--- src/rtl/sram_mem_controller.sv ---
// Data-memory controller: splits each 32-bit load/store into two 16-bit
// accesses on a single-port SRAM, holding ready low while in flight.
module sram_mem_controller #(
   parameter int ADDR_BASE   = 1024,
   parameter int WAIT_CYCLES = 2
) (
   input  logic        clk,
   input  logic        rst,
   input  logic        wrEn,
   input  logic        rdEn,
   input  logic [31:0] address,
   input  logic [31:0] writeData,
   output logic [31:0] readData,
   output logic        ready,
   output logic [17:0] sram_addr,
   output logic [15:0] sram_dq_out,
   output logic        sram_dq_oe,
   input  logic [15:0] sram_dq_in,
   output logic        sram_we_n
);

   typedef enum logic [1:0] {IDLE, LOW, HIGH, DONE} state_t;

   localparam logic [2:0] LAST = 3'(WAIT_CYCLES - 1);

   state_t      state_reg, state_next;
   logic [2:0]  cnt_reg, cnt_next;
   logic [16:0] idx_reg;
   logic [31:0] data_reg;
   logic        wr_reg;
   logic [15:0] lo_reg;
   logic [31:0] read_data_reg;
   logic [17:0] addr_reg;
   logic [15:0] dq_reg;

   logic        req;
   logic        last;
   logic [16:0] idx_calc;

   assign req      = wrEn | rdEn;
   assign last     = (cnt_reg == LAST);
   // Below-base addresses simply wrap within the 17-bit word index space
   assign idx_calc = 17'((address - 32'(ADDR_BASE)) >> 2);

   assign readData    = read_data_reg;
   assign sram_addr   = addr_reg;
   assign sram_dq_out = dq_reg;

   always_comb begin
      state_next = state_reg;
      cnt_next   = cnt_reg;
      ready      = 1'b0;
      sram_we_n  = 1'b1;
      sram_dq_oe = 1'b0;
      case (state_reg)
         IDLE: begin
            ready = ~req;
            if (req) begin
               state_next = LOW;
               cnt_next   = 3'd0;
            end
         end
         LOW, HIGH: begin
            sram_we_n  = ~wr_reg;
            sram_dq_oe = wr_reg;
            if (last) begin
               cnt_next   = 3'd0;
               state_next = (state_reg == LOW) ? HIGH : DONE;
            end else begin
               cnt_next = cnt_reg + 3'd1;
            end
         end
         DONE: begin
            ready      = 1'b1;
            state_next = IDLE;
         end
         default: state_next = IDLE;
      endcase
   end

   always_ff @(posedge clk) begin
      if (rst) begin
         state_reg     <= IDLE;
         cnt_reg       <= 3'd0;
         idx_reg       <= '0;
         data_reg      <= '0;
         wr_reg        <= 1'b0;
         lo_reg        <= '0;
         read_data_reg <= '0;
         addr_reg      <= '0;
         dq_reg        <= '0;
      end else begin
         state_reg <= state_next;
         cnt_reg   <= cnt_next;
         case (state_reg)
            IDLE: if (req) begin
               idx_reg  <= idx_calc;
               data_reg <= writeData;
               wr_reg   <= wrEn;
               addr_reg <= {idx_calc, 1'b0};
               if (wrEn) dq_reg <= writeData[15:0];
            end
            // Address/data switch to the high half on the same edge that enters HIGH
            LOW: if (last) begin
               if (!wr_reg) lo_reg <= sram_dq_in;
               addr_reg <= {idx_reg, 1'b1};
               if (wr_reg) dq_reg <= data_reg[31:16];
            end
            HIGH: if (last && !wr_reg) read_data_reg <= {sram_dq_in, lo_reg};
            default: ;
         endcase
      end
   end

endmodule

--- config.mk ---
export PLATFORM = sky130hd
export DESIGN_NAME = sram_mem_controller
export DESIGN_NICKNAME = d
export VERILOG_FILES = /design/src/rtl/sram_mem_controller.sv
export SDC_FILE = /design/constraint.sdc
export NUM_CORES = 1
export LEC_CHECK = 0
export CAP_MARGIN = 10
export CORE_MARGIN = 4
export CORE_UTILIZATION = 30
export DETAILED_ROUTE_END_ITERATION = 8
export GPL_TIMING_DRIVEN = 0
export SYNTH_ARGS = -nofsm -noshare
export SYNTH_HDL_FRONTEND = slang
export SYNTH_SLANG_ARGS = --single-unit
--- constraint.sdc ---
create_clock -name clk -period 4.14 [get_ports clk]
set_input_delay 0.621 -clock clk [delete_from_list [all_inputs] [get_ports clk]]
set_output_delay 0.621 -clock clk [all_outputs]
set_load 0.01 [all_outputs]
==> After elaboration in Yosys (flattened, before gate mapping) <==
Index checks and enable logic that the tools add are counted.
{ "op_classes": {"n_addsub": 2, "eq_ne": 9, "muxes": 18, "bitwise": 3, "reduce_logical": 13} }
{ "op_table": {"columns": ["cell", "n"], "rows": [
  ["two-way mux 16 bit", 4],
  ["two-way mux 18 bit", 2],
  ["case mux 18 bit (2 select lines)", 1],
  ["case mux 16 bit (2 select lines)", 1],
  ["subtractor 19 x 11 -> 19 bit (second input constant)", 1],
  ["!= test 2 bit (second input constant)", 5],
  ["AND reduction 2 bit", 4],
  ["two-way mux 3 bit", 2],
  ["case mux 2 bit (3 select lines)", 1],
  ["case mux 3 bit (2 select lines)", 1],
  ["AND reduction 3 bit", 2],
  ["AND reduction 5 bit", 1],
  ["equality test 2 bit (second input constant)", 2],
  ["two-way mux 2 bit", 2],
  ["nonzero test 2 bit", 2],
  ["adder 3 x 1 -> 3 bit (second input constant)", 1],
  ["equality test 3 x 1 -> 1 bit (second input constant)", 1],
  ["two-way mux 1 bit", 3],
  ["equality test 2 x 1 -> 1 bit (second input constant)", 1],
  ["zero test 2 bit", 1],
  ["inverter 1 bit", 2],
  ["case mux 1 bit (2 select lines)", 1],
  ["OR reduction 2 bit", 1],
  ["logical AND 1 bit", 1],
  ["other kinds (2)", 2]
]} }
{ "word_totals": {"regBits": 137, "input_bits": 84, "output_inout_bits": 69} }

==> Logic depth before layout (Yosys ltp) <==
Gate-level depths: netlist of the first run.
{ "logic_depth": {"depth_word": 4, "mapped_depth": 8} }

==> Worst setup path after synthesis of the first run <==
Ideal clock, no wire load.
{ "synth_path": {"path_kind": "register -> output", "start": "register state_reg[0]", "end": "output port ready", "arrival_ns": 1.339, "slack_ns": 2.180, "stages_incl_launch_ff": 6, "path_buffers": 0, "path_cell_list": "dfxtp_1 -> inv_1 -> ha_1 -> nor3b_2 -> nor2_1 -> nor2_1"} }
{ "synth_between": {"elab_chain_len": 2, "elab_cells_between_ends": 3, "cone_classes": "eq/ne (1); mux (1); reduce/logical (1)"} }
{ "synth_rtl": {"columns": ["element", "line_no", "source"], "rows": [
  ["start: declaration", "26", "state_t state_reg, state_next;"],
  ["start signal: assignment", "93", "state_reg <= state_next;"],
  ["equality test 2 bit / zero test 2 bit (equally long branches)", "55", "case (state_reg)"],
  ["case mux 1 bit (2 select lines) (*)", "55", null],
  ["end: declaration", "14", "output logic ready,"]
]} }
Every way passes the cells marked *; elsewhere a longest branch is shown, timed or not.

==> Worst setup path in the final report of the first run <==
Same ends and word-level chain as after synthesis.

==> results of run 1 <==
==> cells in the final DEF (no fill, tap or decap), types with 5 or more instances in the layout <==
master	netlist	routed
nand2_1	166	166
clkdlybuf4s50_1	0	136
dfxtp_1	121	121
a21oi_1	84	84
nor2_1	47	47
clkbuf_1	30	30
a211oi_1	28	28
mux2i_1	24	24
clkbuf_16	0	17
o21ai_0	12	12
inv_1	8	8
buf_2	6	6
xor2_1	5	5
ha_1	5	5
==> layout make-up <==
| type | instances | area (um^2) | area share [%] |
|---|---|---|---|
| plain buffers | 41 | 190.2 | 2.691 |
| clock buffers | 20 | 466.7 | 6.603 |
| clock inverters | 12 | 113.9 | 1.611 |
| inverters | 8 | 30.03 | 0.4249 |
| multi-input cells | 418 | 2213 | 31.32 |
| flip-flops and latches | 121 | 2422 | 34.27 |
| well taps | 216 | 270.3 | 3.824 |
| repair buffers | 136 | 1361 | 19.26 |
==> worst min-delay path, stage by stage, from the launching register on <==
cell and delay, ns:
dfxtp_1 0.31, nand2_1 0.05, a21oi_1 0.05
==> routing by layer <==
layer | share of wire [%] | up-vias | routed length (um)
met5 | 0 | - | 0
met4 | 1.6 | 0 | 236
met3 | 5.7 | 20 | 833
met2 | 46 | 152 | 6773
met1 | 46 | 2089 | 6726
li1 | - | 2308 | -
==> logic make-up (layout without fill, tap and decap cells) <==
| logic type | after synthesis | in the layout | share of synthesized area, % |
|---|---|---|---|
| xor+xnor | 6 | 6 | 1.082 |
| mux | 24 | 24 | 4.947 |
| fa+ha+maj | 5 | 5 | 1.288 |
| buf+inv | 49 | 217 | 4.535 |
| compound gates | 143 | 143 | 17.75 |
| simple gates | 240 | 240 | 20.51 |
| flops | 121 | 121 | 49.88 |
==> worst max path at each step <==
| stage | end | slack, ns | depth (start not counted) |
|---|---|---|---|
| 2_1_floorplan | ready | 2.18 | 5 |
| 3_3_place_gp | ready | 1.05 | 5 |
| 3_5_place_dp | ready | 1.03 | 5 |
| 4_1_cts | ready | 0.96 | 6 |
| 5_1_grt | ready | 0.80 | 6 |
| 6_report | ready | 0.99 | 6 |
==> power breakdown <==
group / switching (W) / leakage, nW / internal, W
logic: 0.000470 / 1.27 / 0.000405
registers: 0.0000764 / 0.989 / 0.00130
clock network: 0.000559 / 0.276 / 0.000878
total: 0.00111 / 2.53 / 0.00259
==> metrics by stage <==
stage,worst slack [ns],utilization [%],hold slack [ns]
4_1_cts,0.9625,44.49,0.4544
3_3_place_gp,1.045,40.84,0.4421
5_1_grt,0.8047,44.49,0.4651
3_5_place_dp,1.026,40.84,0.4471
2_1_floorplan,2.180,-,0.4321
6_report,0.9904,44.49,0.4513
==> results.json, run 1 <==
{
  "cts_hold_buf": 0,
  "slowest_stage": "clkdlybuf4s50_1",
  "whs_endpoint": "sram_addr[9]",
  "cts_max_level": 4,
  "cp-startpoint": "state_reg[0]",
  "end_kind": "output port",
  "yosysTopAreaCell": "dfxtp_1",
  "hpwlAfterDp_mm": 10.95,
  "antenna_found_initial": 0,
  "overflow": 0,
  "coreArea_um2": 15890,
  "holdPathStages": 2,
  "antennaDiodeCount": 0,
  "finalSetupTns_ns": 0,
  "ant_nets": 0,
  "met1_usage_pct": 20.87,
  "drc": 0,
  "grt_pass1_wl_mm": 23.69,
  "grt_usage_pct": 16.50,
  "largest_register_ffs": 32,
  "cp_data_required_time_ns": 3.52,
  "finalWirelength_mm": 14.57,
  "cts_setup_buffers": 0,
  "finClkSkew_ns": 0.008120,
  "wl_per_cell_um": 14.99,
  "syn_inst": 588,
  "p_leak_nw": 2.531,
  "fin_nets": 832,
  "slew_violations": 0,
  "hold_start": "sram_addr[9]",
  "drtIter0Drc": 213,
  "worstPathBufferInverterCount": 2,
  "period_share_pct": 76.08,
  "arrival_ns": 2.53,
  "rr_startpoint": "state_reg[0]",
  "tightest_slew_ns": 0.7536,
  "grt.busiest_layer": "met2",
  "routabilityCongestion": 0.8174,
  "clkTransAtPathRegs_ns": 0.06,
  "clkSinkCount": 121,
  "crit_family": "simple AND/OR/NAND/NOR gates",
  "die_w_um": 135.2,
  "cellPowerDensity_nw_per_um2": 522.2,
  "r2r_end": "sram_dq_out[11]",
  "max_slew_margin_pct": 49.76,
  "cp_slowest_stage_delay_ns": 0.57,
  "dpl_cell_area_um2": 6487,
  "portBuffers": 136,
  "ys_top_cells_by_count": "166 x nand2_1, 121 x dfxtp_1, 84 x a21oi_1",
  "ys.flop_type": "dfxtp_1",
  "drt_first_pass_iters": 4,
  "placementRows": 46,
  "cts_buffers": 17,
  "post_cts_resized": 0,
  "cp-start-kind": "flip-flop",
  "die_y_um": 135.2,
  "p_total_w": 0.003691,
  "grt_util_met3_pct": 4.383,
  "reg2reg_depth": 7,
  "cts_tree": "yes",
  "regToRegSetupSlack_ns": 1.83,
  "path_max_fanout": 9,
  "initial_core_util_pct": 30.57,
  "grt_pass1_vias": 4763,
  "ys_seq_area_share_pct": 49.88,
  "synth.ff_latch_count": 121,
  "yosysWarnings": 0,
  "cts_root_buf": "clkbuf_16",
  "outcome": "finished, final reports clean",
  "clock.fmax_mhz": 317.5,
  "synthTopCellsByArea": "dfxtp_1 50%, nand2_1 13%, a21oi_1 8.7%",
  "async_reset_ff_share_pct": 0,
  "cp_cell_sequence": "inv_1 > ha_1 > nor3b_2 > nor2_1 > nor2_1 > clkdlybuf4s50_1",
  "vdd_drop_max_mv": 0.3409,
  "maxCapViolCount": 0,
  "routed_via_density": 4.701,
  "hp-class": "reg -> reg",
  "synth_cell_type_count": 49,
  "place_inst": 940,
  "yosysMostFrequentCell": "nand2_1",
  "grt_max_degree": 17,
  "vias": 4569,
  "criticalPathCategory": "reg -> out",
  "drive_above_1_share_pct": 6.614,
  "layout_min_cycle_time_ns": 3.150,
  "synth_top_area_share_pct": 49.88,
  "synth_edf_count": 0,
  "clock_path_buffers": 2,
  "setup_viol": 0,
  "clock_latency_ns": 0.42,
  "syn_area_per_cell_um2": 8.258,
  "finalHoldViolCount": 0,
  "fin_cells": 972,
  "die_area_um2": 18290,
  "synth_area_um2": 4856,
  "crit_top_cell": "nor2_1",
  "fillCellCount": 1611,
  "ios": 153,
  "rsz0062_at_grt": "no",
  "final_area_um2": 7068,
  "use_met2_pct": 27.02,
  "syn_to_final_growth_pct": 45.56,
  "syn-num-nets": 677
}
Power figures use the tool's default switching activity.
==> run 2, diff against run 1 <==
==> constraint.sdc (replaced) <==
create_clock -name clk -period 3.19 [get_ports clk]
set_input_delay 0.4785 -clock clk [delete_from_list [all_inputs] [get_ports clk]]
set_output_delay 0.4785 -clock clk [all_outputs]
set_load 0.01 [all_outputs]
==> run 2 against run 1 <==
Critical path depth is the same. Count of clock-buffer cells in the layout is the same. Sequential share of layout area is essentially flat. Register-to-register slack lost 0.95 ns. Clock power grew 30%. Global-route usage is the same. Flip-flop and latch count is the same. Combinational power grew 30%.
==> results.json, run 2 (synthesis gave the netlist of run 1 again) <==
{
  "outcome": "finished, final reports clean",
  "grt_max_degree": 17,
  "grt_pass1_wl_mm": 23.69,
  "vdd_drop_max_mv": 0.4445,
  "clock_path_buffers": 2,
  "finClkSkew_ns": 0.008548,
  "hp-class": "reg -> reg",
  "cp-start-kind": "flip-flop",
  "cp_data_required_time_ns": 2.71,
  "cts_root_buf": "clkbuf_16",
  "cts_hold_buf": 0,
  "cts_buffers": 17,
  "finalSetupTns_ns": 0,
  "final_util_pct": 44.53,
  "clkSinkCount": 121,
  "final_area_um2": 7074,
  "drtIter0Drc": 210,
  "arrival_ns": 2.40,
  "vias": 4570,
  "period_share_pct": 90.34,
  "slowest_stage": "clkdlybuf4s50_1",
  "antenna_found_initial": 0,
  "end_kind": "output port",
  "routed_via_density": 4.702,
  "slew_violations": 0,
  "wl_per_cell_um": 15.00,
  "drc": 0,
  "die_area_um2": 18290,
  "multiInputGateArea_um2": 2220,
  "cts_max_level": 4,
  "cts_setup_buffers": 0,
  "grt_usage_pct": 16.50,
  "final_cell_mix": "166 x nand2_1, 136 x clkdlybuf4s50_1, 121 x dfxtp_1, 84 x a21oi_1, 47 x nor2_1",
  "clock.fmax_mhz": 347.0,
  "clock_latency_ns": 0.42,
  "register_area_um2": 2422,
  "die_y_um": 135.2,
  "dpl_cell_area_um2": 6487,
  "portBuffers": 136,
  "fin_nets": 832,
  "finalWorstSetupSlack_ns": 0.3083,
  "max_slew_margin_pct": 49.53,
  "layout_min_cycle_time_ns": 2.882,
  "drive_above_1_share_pct": 6.614,
  "rsz0062_at_grt": "no",
  "cp_slowest_stage_delay_ns": 0.57,
  "die_w_um": 135.2,
  "mostFrequentLayoutCell": "nand2_1",
  "cts_tree": "yes",
  "clkTransAtPathRegs_ns": 0.06,
  "hpwlAfterDp_mm": 10.95,
  "overflow": 0,
  "finalWirelength_mm": 14.58,
  "cellPowerDensity_nw_per_um2": 677.6,
  "finalHoldViolCount": 0,
  "p_leak_nw": 2.533,
  "placementRows": 46,
  "path_max_fanout": 9,
  "antennaDiodeCount": 0,
  "grt_pass1_vias": 4763,
  "setup_viol": 0,
  "dp_slack_ns": 0.3611,
  "initial_core_util_pct": 30.57,
  "drt_first_pass_iters": 5,
  "syn_to_final_growth_pct": 45.68,
  "maxCapViolCount": 0,
  "ant_nets": 0,
  "largest_register_ffs": 32,
  "ios": 153,
  "crit_top_cell": "nor2_1",
  "coreArea_um2": 15890,
  "cp_cell_sequence": "inv_1 > ha_1 > nor3b_4 > nor2_1 > nor2_1 > clkdlybuf4s50_1",
  "routabilityCongestion": 0.8174,
  "criticalPathCategory": "reg -> out",
  "fillCellCount": 1609,
  "tightest_slew_ns": 0.7570
}
run 2: cell counts in the layout (fill, tap and decap cells not counted):
No cell type changed its count.
run 2: cell type report:
class / instances / share of cell area (%)
Multi-Input combinational cell: 418 / 31.38
Clock inverter: 12 / 1.609
Sequential cell: 121 / 34.24
Tap cell: 216 / 3.820
Buffer: 41 / 2.688
Clock buffer: 20 / 6.597
Inverter: 8 / 0.4245
Timing Repair Buffer: 136 / 19.24
run 2: worst paths after layout:
| kind | startpoint | to | slack (ns) | cells after the start |
|---|---|---|---|---|
| max | state_reg[0] | ready | 0.31 | 6 |
| min | sram_addr[9] | sram_addr[9] | 0.45 | 2 |
| min reg2reg | sram_addr[9] | sram_addr[9] | 0.45 | 2 |
| max reg2reg | state_reg[0] | sram_dq_out[11] | 0.88 | 7 |
run 2: routing by layer:
layer | vias up | routed length, um | GRT usage (%)
met5 | - | 0 | 0
met4 | 0 | 241 | 6.215
met3 | 20 | 789 | 4.383
met2 | 137 | 6812 | 27.02
met1 | 2106 | 6741 | 20.87
li1 | 2307 | - | -
run 2: through the flow:
step,hold WS (ns),power [W],cells
5_1_grt,0.4651,0.005037,972
6_report,0.4512,0.004794,972
2_1_floorplan,0.4321,0.002439,588
4_1_cts,0.4544,0.004836,972
3_5_place_dp,0.4471,0.002961,940
3_3_place_gp,0.4421,0.002938,940
run 2: repair_timing:
action	4_1_cts	5_1_grt
hold endpoints to repair	0	0
gates resized for setup	0	1
setup endpoints to repair	0	1
run 2: power breakdown:
part	switching [W]	internal, W	total (W)
sequential	0.0000993	0.00169	0.00179
combinational	0.000610	0.000528	0.00114
clock	0.000726	0.00114	0.00187
total	0.00144	0.00336	0.00479
run 2: critical path, delay by kind of cell, from the launching register on:
family / cells / cell delay, ns
DFF: 1 / 0.34
and+or+nand+nor: 3 / 0.65
buffers and inverters: 2 / 0.68
adders and majority gates: 1 / 0.31
==> run 3, diff against run 2 <==
--- a/config.mk
+++ b/config.mk
@@ -10,6 +10,7 @@
 export CORE_UTILIZATION = 30
 export DETAILED_ROUTE_END_ITERATION = 8
 export GPL_TIMING_DRIVEN = 0
+export SKIP_CTS_REPAIR_TIMING = 1
 export SYNTH_ARGS = -nofsm -noshare
 export SYNTH_HDL_FRONTEND = slang
 export SYNTH_SLANG_ARGS = --single-unit
==> results of run 3 <==
Same layout as run 2: the final DEF is identical, and so are final timing and power.
